--- src/rtl/pipeline_hazard_ctrl.sv ---
// Hazard/sequencing controller for a 5-stage RISC-V pipeline: forwarding, load-use stall,
// branch flush, memory-wait freeze and halt. Optional perf counters via HAZARD_PERF_CNT_EN.
module pipeline_hazard_ctrl #(
    parameter int unsigned MEM_TIMEOUT = 255
) (
    input  logic        clk_i,
    input  logic        rst_ni,
    input  logic [4:0]  if_id_rs1_i,
    input  logic [4:0]  if_id_rs2_i,
    input  logic        id_ex_mem_read_i,
    input  logic [4:0]  id_ex_rd_i,
    input  logic [4:0]  id_ex_rs1_i,
    input  logic [4:0]  id_ex_rs2_i,
    input  logic        ex_mem_reg_write_i,
    input  logic [4:0]  ex_mem_rd_i,
    input  logic        ex_mem_mem_access_i,
    input  logic        mem_wb_reg_write_i,
    input  logic [4:0]  mem_wb_rd_i,
    input  logic        mem_wb_sys_i,
    input  logic        branch_taken_i,
    input  logic        dmem_ready_i,
    input  logic        resume_i,
    output logic        pc_write_o,
    output logic        stall_o,
    output logic        freeze_o,
    output logic        flush_if_id_o,
    output logic        flush_id_ex_o,
    output logic        flush_ex_mem_o,
    output logic [1:0]  fwd_a_o,
    output logic [1:0]  fwd_b_o,
    output logic        halted_o,
    output logic        mem_err_o,
    output logic [31:0] stall_cycles_o,
    output logic [31:0] flush_events_o
);

    localparam logic [7:0] TimeoutCnt = 8'(MEM_TIMEOUT);

    typedef enum logic [1:0] {StRun, StMemWait, StHalt} state_e;

    state_e     state_q;
    logic [7:0] wdog_q;
    logic       mem_err_q;
    logic       halted_q;
    logic       sys_q;

    logic miss;
    logic sys_rise;
    logic load_use;
    logic flush;

    assign miss     = ex_mem_mem_access_i && !dmem_ready_i;
    // The WB instruction is held while halted, so only a fresh sys assertion is an event.
    assign sys_rise = mem_wb_sys_i && !sys_q;
    assign load_use = id_ex_mem_read_i && (id_ex_rd_i != 5'd0) &&
                      ((id_ex_rd_i == if_id_rs1_i) || (id_ex_rd_i == if_id_rs2_i));

    // Forwarding: EX/MEM has the younger result and therefore wins.
    function automatic logic [1:0] fwd_sel(input logic [4:0] rs);
        logic [1:0] sel;
        sel = 2'b00;
        if (ex_mem_reg_write_i && (ex_mem_rd_i != 5'd0) && (ex_mem_rd_i == rs)) begin
            sel = 2'b10;
        end else if (mem_wb_reg_write_i && (mem_wb_rd_i != 5'd0) && (mem_wb_rd_i == rs)) begin
            sel = 2'b01;
        end
        return sel;
    endfunction

    always_comb begin
        fwd_a_o = 2'b00;
        fwd_b_o = 2'b00;
        if (rst_ni) begin
            fwd_a_o = fwd_sel(id_ex_rs1_i);
            fwd_b_o = fwd_sel(id_ex_rs2_i);
        end
    end

    always_comb begin
        pc_write_o = rst_ni;
        stall_o    = 1'b0;
        freeze_o   = 1'b0;
        flush      = 1'b0;
        if (rst_ni) begin
            case (state_q)
                StHalt, StMemWait: begin
                    pc_write_o = 1'b0;
                    stall_o    = 1'b1;
                    freeze_o   = 1'b1;
                end
                default: begin
                    if (miss) begin
                        pc_write_o = 1'b0;
                        stall_o    = 1'b1;
                        freeze_o   = 1'b1;
                    end else if (branch_taken_i) begin
                        flush = 1'b1;
                    end else if (load_use) begin
                        pc_write_o = 1'b0;
                        stall_o    = 1'b1;
                    end
                end
            endcase
        end
    end

    assign flush_if_id_o  = flush;
    assign flush_id_ex_o  = flush;
    assign flush_ex_mem_o = flush;
    assign halted_o       = halted_q;
    assign mem_err_o      = mem_err_q;

    always_ff @(posedge clk_i or negedge rst_ni) begin
        if (!rst_ni) begin
            state_q   <= StRun;
            wdog_q    <= 8'd0;
            mem_err_q <= 1'b0;
            halted_q  <= 1'b0;
            sys_q     <= 1'b0;
        end else begin
            sys_q <= mem_wb_sys_i;
            case (state_q)
                StRun: begin
                    if (sys_rise) begin
                        state_q  <= StHalt;
                        halted_q <= 1'b1;
                    end else if (miss) begin
                        state_q <= StMemWait;
                        wdog_q  <= 8'd0;
                    end
                end
                StMemWait: begin
                    if (sys_rise) begin
                        state_q  <= StHalt;
                        halted_q <= 1'b1;
                    end else if (dmem_ready_i) begin
                        state_q <= StRun;
                    end else if (wdog_q == TimeoutCnt) begin
                        state_q   <= StHalt;
                        halted_q  <= 1'b1;
                        mem_err_q <= 1'b1;
                    end else begin
                        wdog_q <= wdog_q + 8'd1;
                    end
                end
                StHalt: begin
                    if (resume_i && !mem_err_q) begin
                        state_q  <= StRun;
                        halted_q <= 1'b0;
                    end
                end
                default: begin
                    state_q  <= StRun;
                    halted_q <= 1'b0;
                end
            endcase
        end
    end

`ifdef HAZARD_PERF_CNT_EN
    logic [31:0] stall_cnt_q;
    logic [31:0] flush_cnt_q;

    always_ff @(posedge clk_i or negedge rst_ni) begin
        if (!rst_ni) begin
            stall_cnt_q <= 32'd0;
            flush_cnt_q <= 32'd0;
        end else begin
            if (stall_o) stall_cnt_q <= stall_cnt_q + 32'd1;
            if (flush)   flush_cnt_q <= flush_cnt_q + 32'd1;
        end
    end

    assign stall_cycles_o = stall_cnt_q;
    assign flush_events_o = flush_cnt_q;
`else
    assign stall_cycles_o = 32'd0;
    assign flush_events_o = 32'd0;
`endif

endmodule

--- config.mk ---
export PLATFORM = sky130hd
export DESIGN_NAME = pipeline_hazard_ctrl
export DESIGN_NICKNAME = d
export VERILOG_FILES = /design/src/rtl/pipeline_hazard_ctrl.sv
export SDC_FILE = /design/constraint.sdc
export NUM_CORES = 1
export LEC_CHECK = 0
export ABC_AREA = 0
export CAP_MARGIN = 15
export CORE_UTILIZATION = 25
export DETAILED_ROUTE_END_ITERATION = 16
export PLACE_DENSITY = 0.58
export SKIP_LAST_GASP = 1
export SLEW_MARGIN = 20
export SYNTH_ARGS = -nofsm -noshare
export SYNTH_HDL_FRONTEND = slang
export SYNTH_SLANG_ARGS = --single-unit
--- constraint.sdc ---
create_clock -name clk_i -period 2.4 [get_ports clk_i]
set_clock_uncertainty 0.15 [all_clocks]
set_input_delay 0.48 -clock clk_i [delete_from_list [all_inputs] [get_ports clk_i]]
set_output_delay 0.48 -clock clk_i [all_outputs]
set_load 0.05 [all_outputs]
==> run_results.csv, run 1 <==
group,metric,value,unit
hold_path,hold_class,"in2async",
die,die_w,86.07,µm
timing,finalCritPeriodShare,105.7,%
critical_path,critical_path_arrival,1.91,ns
timing,tightest_slew,0.5069,ns
timing,layout_setup_ws,-0.1378,ns
timing,slew_headroom,66.10,%
outcome,outcome,"complete, but fails checks",
critical_path,cp_max_fo,2,
timing,fmax,394.0,MHz
critical_path,cpMostUsedCell,"buf_6",
pwr,seq_power_share,19.9,%
placed_design,finalWeightedCongestion,0.8101,
timing,setup_tns,-0.2893,ns
die,initial_utilization,26.00,%
cells_and_area,fin_nets,346,
route,drc,0,
pwr,leakagePower,1.218,nW
pwr,p_clk_share,11.8,%
critical_path,crit_chain,"buf_6, buf_6, xor2_1, or4_4, nor4_4, buf_12",
critical_path,critPathRequiredTime,1.77,ns
die,coreArea,6794,µm²
timing,rsz0062_at_grt,"true",
synthesis,yosysTopAreaCell,"buf_4",
clock_network,cts_tree,"built",
die,fp-row-count,30,
placed_design,dpl_cell_area,2500,µm²
placed_design,io_buffers,56,
global_routing,grt_max_degree,20,
route,first_pass_iters,4,
cells_and_area,area_growth,48.09,%
timing,hold_viol_final,0,
placed_design,placedCellCount,386,
clock_network,clock_latency,0.25,ns
placed_design,post-dp-hpwl,3.456,mm
pwr,p_int,0.8546,mW
synthesis,synth_top_area_share,28.05,%
timing,post-route-min-period,2.538,ns
critical_path,crit_family,"simple AND/OR/NAND/NOR gates",
route,wl_per_cell,10.73,µm
clock_network,clockBufferDepth,2,
clock_network,htreeDepth,1,
synthesis,synth_flop_cell,"dfrtp_1",
die,die-area,7407,µm²
critical_path,slowest_delay,0.54,ns
synthesis,synthTopCellsByArea,"buf_4 (28%), dfrtp_1 (18%), xor2_1 (12%)",
pwr,power_switching,0.8753,mW
pwr,p_comb_share,68.3,%
clock_network,cts_buffers,3,
global_routing,gr-total-overflow,0,
global_routing,first_global_vias,1479,
critical_path,crit_type,"in2out",
route,drt-initial-drc-count,35,
route,drt-total-wl,4.207,mm
global_routing,antenna_found_initial,0,
synthesis,async_flop_share,100.0,%
synthesis,synth-seq-cells,13,
clock_network,path_clk_slew,0.06,ns
synthesis,synth.most_common_cell,"buf_4",
synthesis,syn-cell-area,1767,µm²
die,fp.dieH,86.07,µm
timing,finalMaxSlewViolations,0,
route,vias,1597,
clock_network,cts_root_buffer,"clkbuf_8",
cells_and_area,stdcell_count,392,
pwr,powerDensity,661.2,nW/µm²
clock_network,cts_sinks,13,
synthesis,synth_edf_count,0,
global_routing,track_usage,11.22,%
pwr,finalPower,1.730,mW
synthesis,yosysSeqAreaShare,18.41,%
timing,finalSetupViolCount,3,
critical_path,cp-end-kind,"output port",
synthesis,ys_warn_count,0,
placed_design,place_ws,-0.5476,ns
run,maxCapViolCount,0,
global_routing,grt_pass1_wl,6.679,mm
synthesis,syn_avg_cell_area,8.141,µm²
route,viasPerCell,4.074,
outcome,violations,"setup timing",
cells_and_area,design_area,2616,µm²
pwr,swShare,50.60,%
pwr,ir_worst_vdd,199.7,µV
cells_and_area,drive_gt1_share,28.04,%
critical_path,startpoint_type,"primary input",
synthesis,synth_cells,217,
critical_path,path_buf_inv,3,
die,ios,121,
timing,hold_slack,0.1977,ns
synthesis,ys_types,45,
critical_path,cp_slowest_cell,"or4_4",
route,ant_nets,0,
cells_and_area,postLayoutCoreUtil,38.51,%
cells_and_area,antennaDiodeCount,0,
synthesis,synth_common_cells,"buf_4 (66), xor2_1 (24), dfrtp_1 (13), nand2_1 (11), nor2_1 (9)",
[sequential cells by signal, indices dropped and copies added (netlist names)]
name       flops
state_q        2
sys_q          1
halted_o       1
mem_err_o      1
wdog_q         8
[placed cells by master (no fill, tap or decap), types with 6 or more instances in the layout]
| cell type | count |
|---|---|
| nand2_1 | 11 |
| buf_4 | 20 |
| o211ai_1 | 6 |
| buf_12 | 10 |
| clkdlybuf4s50_1 | 9 |
| xor2_1 | 24 |
| clkdlybuf4s15_1 | 9 |
| a21oi_1 | 8 |
| conb_1 | 64 |
| nor2_1 | 8 |
| dfrtp_1 | 13 |
| buf_6 | 10 |
| inv_1 | 7 |
| dlygate4sd2_1 | 8 |
| xnor2_1 | 6 |
| clkbuf_2 | 10 |
[power by group through the flow]
stage          Clock [mW]  Combinational [mW]  Sequential [mW]
6_report            0.205                1.18            0.344
3_3_place_gp            0                1.14            0.343
2_1_floorplan           0               0.812            0.360
3_5_place_dp            0                1.16            0.347
4_1_cts             0.204                1.17            0.344
5_1_grt             0.212                1.26            0.356
[metal layers]
layer	routed length, µm	GRT usage (%)	vias up
met4	62	3.333	0
li1	-	-	775
met3	210	1.444	7
met2	2297	21.50	74
met5	0	0	-
met1	1638	12.81	741
[worst register-to-register path: stages, from the launching register on]
cell	delay, ns
dfrtp_1	0.39
inv_1	0.10
ha_1	0.26
mux2i_1	0.13
or3_1	0.44
nor4_1	0.33
a211o_1	0.14
[cell families after synthesis]
kind of cell / after synthesis / share of synthesized area (%)
other: 1 / 0.2123
adder cells (fa/ha/maj): 4 / 2.833
AND/OR/NAND/NOR: 58 / 18.70
multiplexers: 3 / 1.771
AO/OA/AOI/OAI: 31 / 12.68
XOR/XNOR: 30 / 14.87
buffers and inverters: 77 / 30.52
flip-flops: 13 / 18.41
[what timing repair did]
| action | CTS | global route |
|---|---|---|
| endpoints found under the setup margin | 10 | 9 |
| resized for setup | 78 | 40 |
| hold buffers | 0 | 0 |
| endpoints found under the hold margin | 0 | 0 |
| buffers inserted | 2 | 0 |
| pin swaps | 22 | 19 |
[worst paths after layout]
check / cells past startpoint / start / to / slack [ns]
worst min-delay path: 2 / rst_ni / wdog_q[1]$_DFFE_PN0P_ / 0.20
worst min register to register: 1 / mem_err_o$_DFFE_PN0P_ / mem_err_o$_DFFE_PN0P_ / 0.38
worst max register to register: 6 / state_q[0]$_DFFE_PN0P_ / wdog_q[3]$_DFFE_PN0P_ / 0.39
max in group asynchronous: 2 / rst_ni / sys_q$_DFF_PN0_ / 1.73
worst max-delay path: 6 / mem_wb_rd_i[4] / fwd_a_o[0] / -0.14
min in group clk_i: 1 / mem_err_o$_DFFE_PN0P_ / mem_err_o$_DFFE_PN0P_ / 0.38
[layout make-up]
class	count	area [µm²]
Fill cell	708	4178
Inverter	7	26.28
Tap cell	96	120.1
Timing Repair Buffer	82	814.5
Multi-Input combinational cell	190	1284
Clock buffer	3	41.29
Sequential cell	13	325.3
Clock inverter	1	5.005
(Power assumes the default switching activity.)
==> run 2, diff against run 1 <==
--- a/config.mk
+++ b/config.mk
@@ -7,10 +7,10 @@
 export LEC_CHECK = 0
 export ABC_AREA = 0
 export CAP_MARGIN = 15
+export CORE_MARGIN = 1
 export CORE_UTILIZATION = 25
 export DETAILED_ROUTE_END_ITERATION = 16
 export PLACE_DENSITY = 0.58
-export SKIP_LAST_GASP = 1
 export SLEW_MARGIN = 20
 export SYNTH_ARGS = -nofsm -noshare
 export SYNTH_HDL_FRONTEND = slang
==> run_results.csv, run 2 (synthesis gave the netlist of run 1 again) <==
group,metric,value,unit
cells_and_area,drive_gt1_share,28.72,%
die,fp-row-count,30,
critical_path,cp_slowest_cell,"or4_4",
cells_and_area,fin_nets,346,
critical_path,slowest_delay,0.54,ns
cells_and_area,largest_reg_flops,8,
route,drt-total-wl,4.219,mm
cells_and_area,layout_common_cells,"conb_1 (64), xor2_1 (24), buf_4 (20)",
cells_and_area,stdcell_count,392,
outcome,violations,"setup timing",
timing,post-route-min-period,2.536,ns
route,first_pass_iters,5,
critical_path,r2r_cells,6,
critical_path,cpMostUsedCell,"buf_6",
timing,rsz0062_at_grt,"true",
pwr,leakagePower,1.212,nW
clock_network,cts_sinks,13,
global_routing,gr-total-overflow,0,
cells_and_area,layout_commonest_cell,"conb_1",
die,ios,121,
cells_and_area,top_register,"wdog_q",
global_routing,grt_max_degree,20,
die,initial_utilization,26.00,%
global_routing,track_usage,11.22,%
route,viasPerCell,4.092,
pwr,powerDensity,664.1,nW/µm²
die,coreArea,6794,µm²
cells_and_area,antennaDiodeCount,0,
placed_design,post-dp-hpwl,3.456,mm
timing,fmax,394.3,MHz
critical_path,cp-startpoint,"mem_wb_rd_i[4]",
run,maxCapViolCount,0,
timing,setup_tns,-0.2656,ns
clock_network,cts_hold_buf,0,
global_routing,grt_pass1_wl,6.679,mm
route,drc,0,
placed_design,io_buffers,56,
critical_path,cp_max_fo,2,
cells_and_area,top_regs,"wdog_q x8, state_q x2",
die,fp.dieH,86.07,µm
timing,hold_viol_final,0,
timing,layout_setup_ws,-0.1364,ns
timing,finalMaxSlewViolations,0,
outcome,outcome,"complete, but fails checks",
critical_path,crit_chain,"buf_6, buf_6, xor2_1, or4_4, nor4_4, buf_12",
route,drt-initial-drc-count,36,
critical_path,worstReg2RegStart,"state_q[0]$_DFFE_PN0P_",
clock_network,clock_latency,0.25,ns
timing,tightest_slew,0.5069,ns
pwr,ir_worst_vdd,198.3,µV
clock_network,clockBufferDepth,2,
clock_network,cts_tree,"built",
cells_and_area,area_growth,47.24,%
route,ant_nets,0,
critical_path,cp-end-kind,"output port",
timing,finalSetupViolCount,3,
die,die-area,7407,µm²
hold_path,hold_class,"in2async",
critical_path,startpoint_type,"primary input",
clock_network,cts_root_buffer,"clkbuf_8",
global_routing,antenna_found_initial,0,
clock_network,cts_buffers,3,
critical_path,critical_path_arrival,1.91,ns
die,die_w,86.07,µm
placed_design,finalWeightedCongestion,0.8101,
clock_network,htreeDepth,1,
critical_path,reg2reg_to,"wdog_q[3]$_DFFE_PN0P_",
route,wl_per_cell,10.76,µm
clock_network,path_clk_slew,0.06,ns
placed_design,placedCellCount,386,
route,vias,1604,
timing,slew_headroom,66.10,%
critical_path,critPathRequiredTime,1.77,ns
global_routing,first_global_vias,1479,
critical_path,r2r_slack,0.38,ns
critical_path,crit_type,"in2out",
timing,finalCritPeriodShare,105.7,%
==> run 2: how the worst max path moves through the flow <==
stage	slack, ns	endpoint
2_1_floorplan	-0.12	fwd_a_o[0]
3_3_place_gp	-0.52	fwd_b_o[0]
3_5_place_dp	-0.55	fwd_a_o[0]
4_1_cts	-0.23	fwd_b_o[0]
5_1_grt	-0.17	fwd_b_o[0]
6_report	-0.14	fwd_a_o[0]
==> run 2: cell type report <==
type | instances | area [µm²]
Clock buffer | 3 | 41.29
Timing Repair Buffer | 82 | 792.0
Tap cell | 96 | 120.1
Clock inverter | 1 | 5.005
Inverter | 7 | 26.28
Multi-Input combinational cell | 190 | 1291
Sequential cell | 13 | 325.3
Fill cell | 711 | 4193
==> run 2: worst max-delay path: cells and delay by family <==
kind / cells / cell delay (ns)
buf+inv: 3 / 0.37
simple gates: 2 / 0.89
xor+xnor: 1 / 0.15
==> run 2: per-layer routing <==
layer / global-route usage (%) / share of wire [%] / up-vias
met5: 0 / 0 / -
met4: 3.333 / 1.7 / 0
met3: 1.444 / 5.3 / 9
met2: 21.50 / 54 / 82
met1: 12.81 / 39 / 739
li1: - / - / 774
==> run 2: what timing repair did <==
action | 4_1_cts | 5_1_grt
setup endpoints to repair | 10 | 9
cloned | 0 | 0
buffers inserted | 2 | 0
resized for setup | 81 | 36
pin swaps | 22 | 17
==> run 2: power by group <==
part           switching (mW)  internal [mW]  total [mW]
registers              0.0663          0.278       0.344
clock network          0.0892          0.115       0.204
logic                   0.719          0.460        1.18
==> run 2: per-stage QoR <==
| step | util [%] | hold slack [ns] | power, mW | instance area (µm²) | setup WS [ns] |
|---|---|---|---|---|---|
| after floorplan | - | 0.03441 | 1.172 | 2052 | -0.1244 |
| after global placement | 36.80 | 0.3466 | 1.484 | 2500 | -0.5246 |
| after detailed placement | 36.80 | 0.3711 | 1.503 | 2500 | -0.5476 |
| after CTS | 38.55 | 0.2616 | 1.714 | 2619 | -0.2324 |
| after global routing | 38.29 | 0.2474 | 1.825 | 2601 | -0.1678 |
| final | 38.29 | 0.1985 | 1.727 | 2601 | -0.1364 |
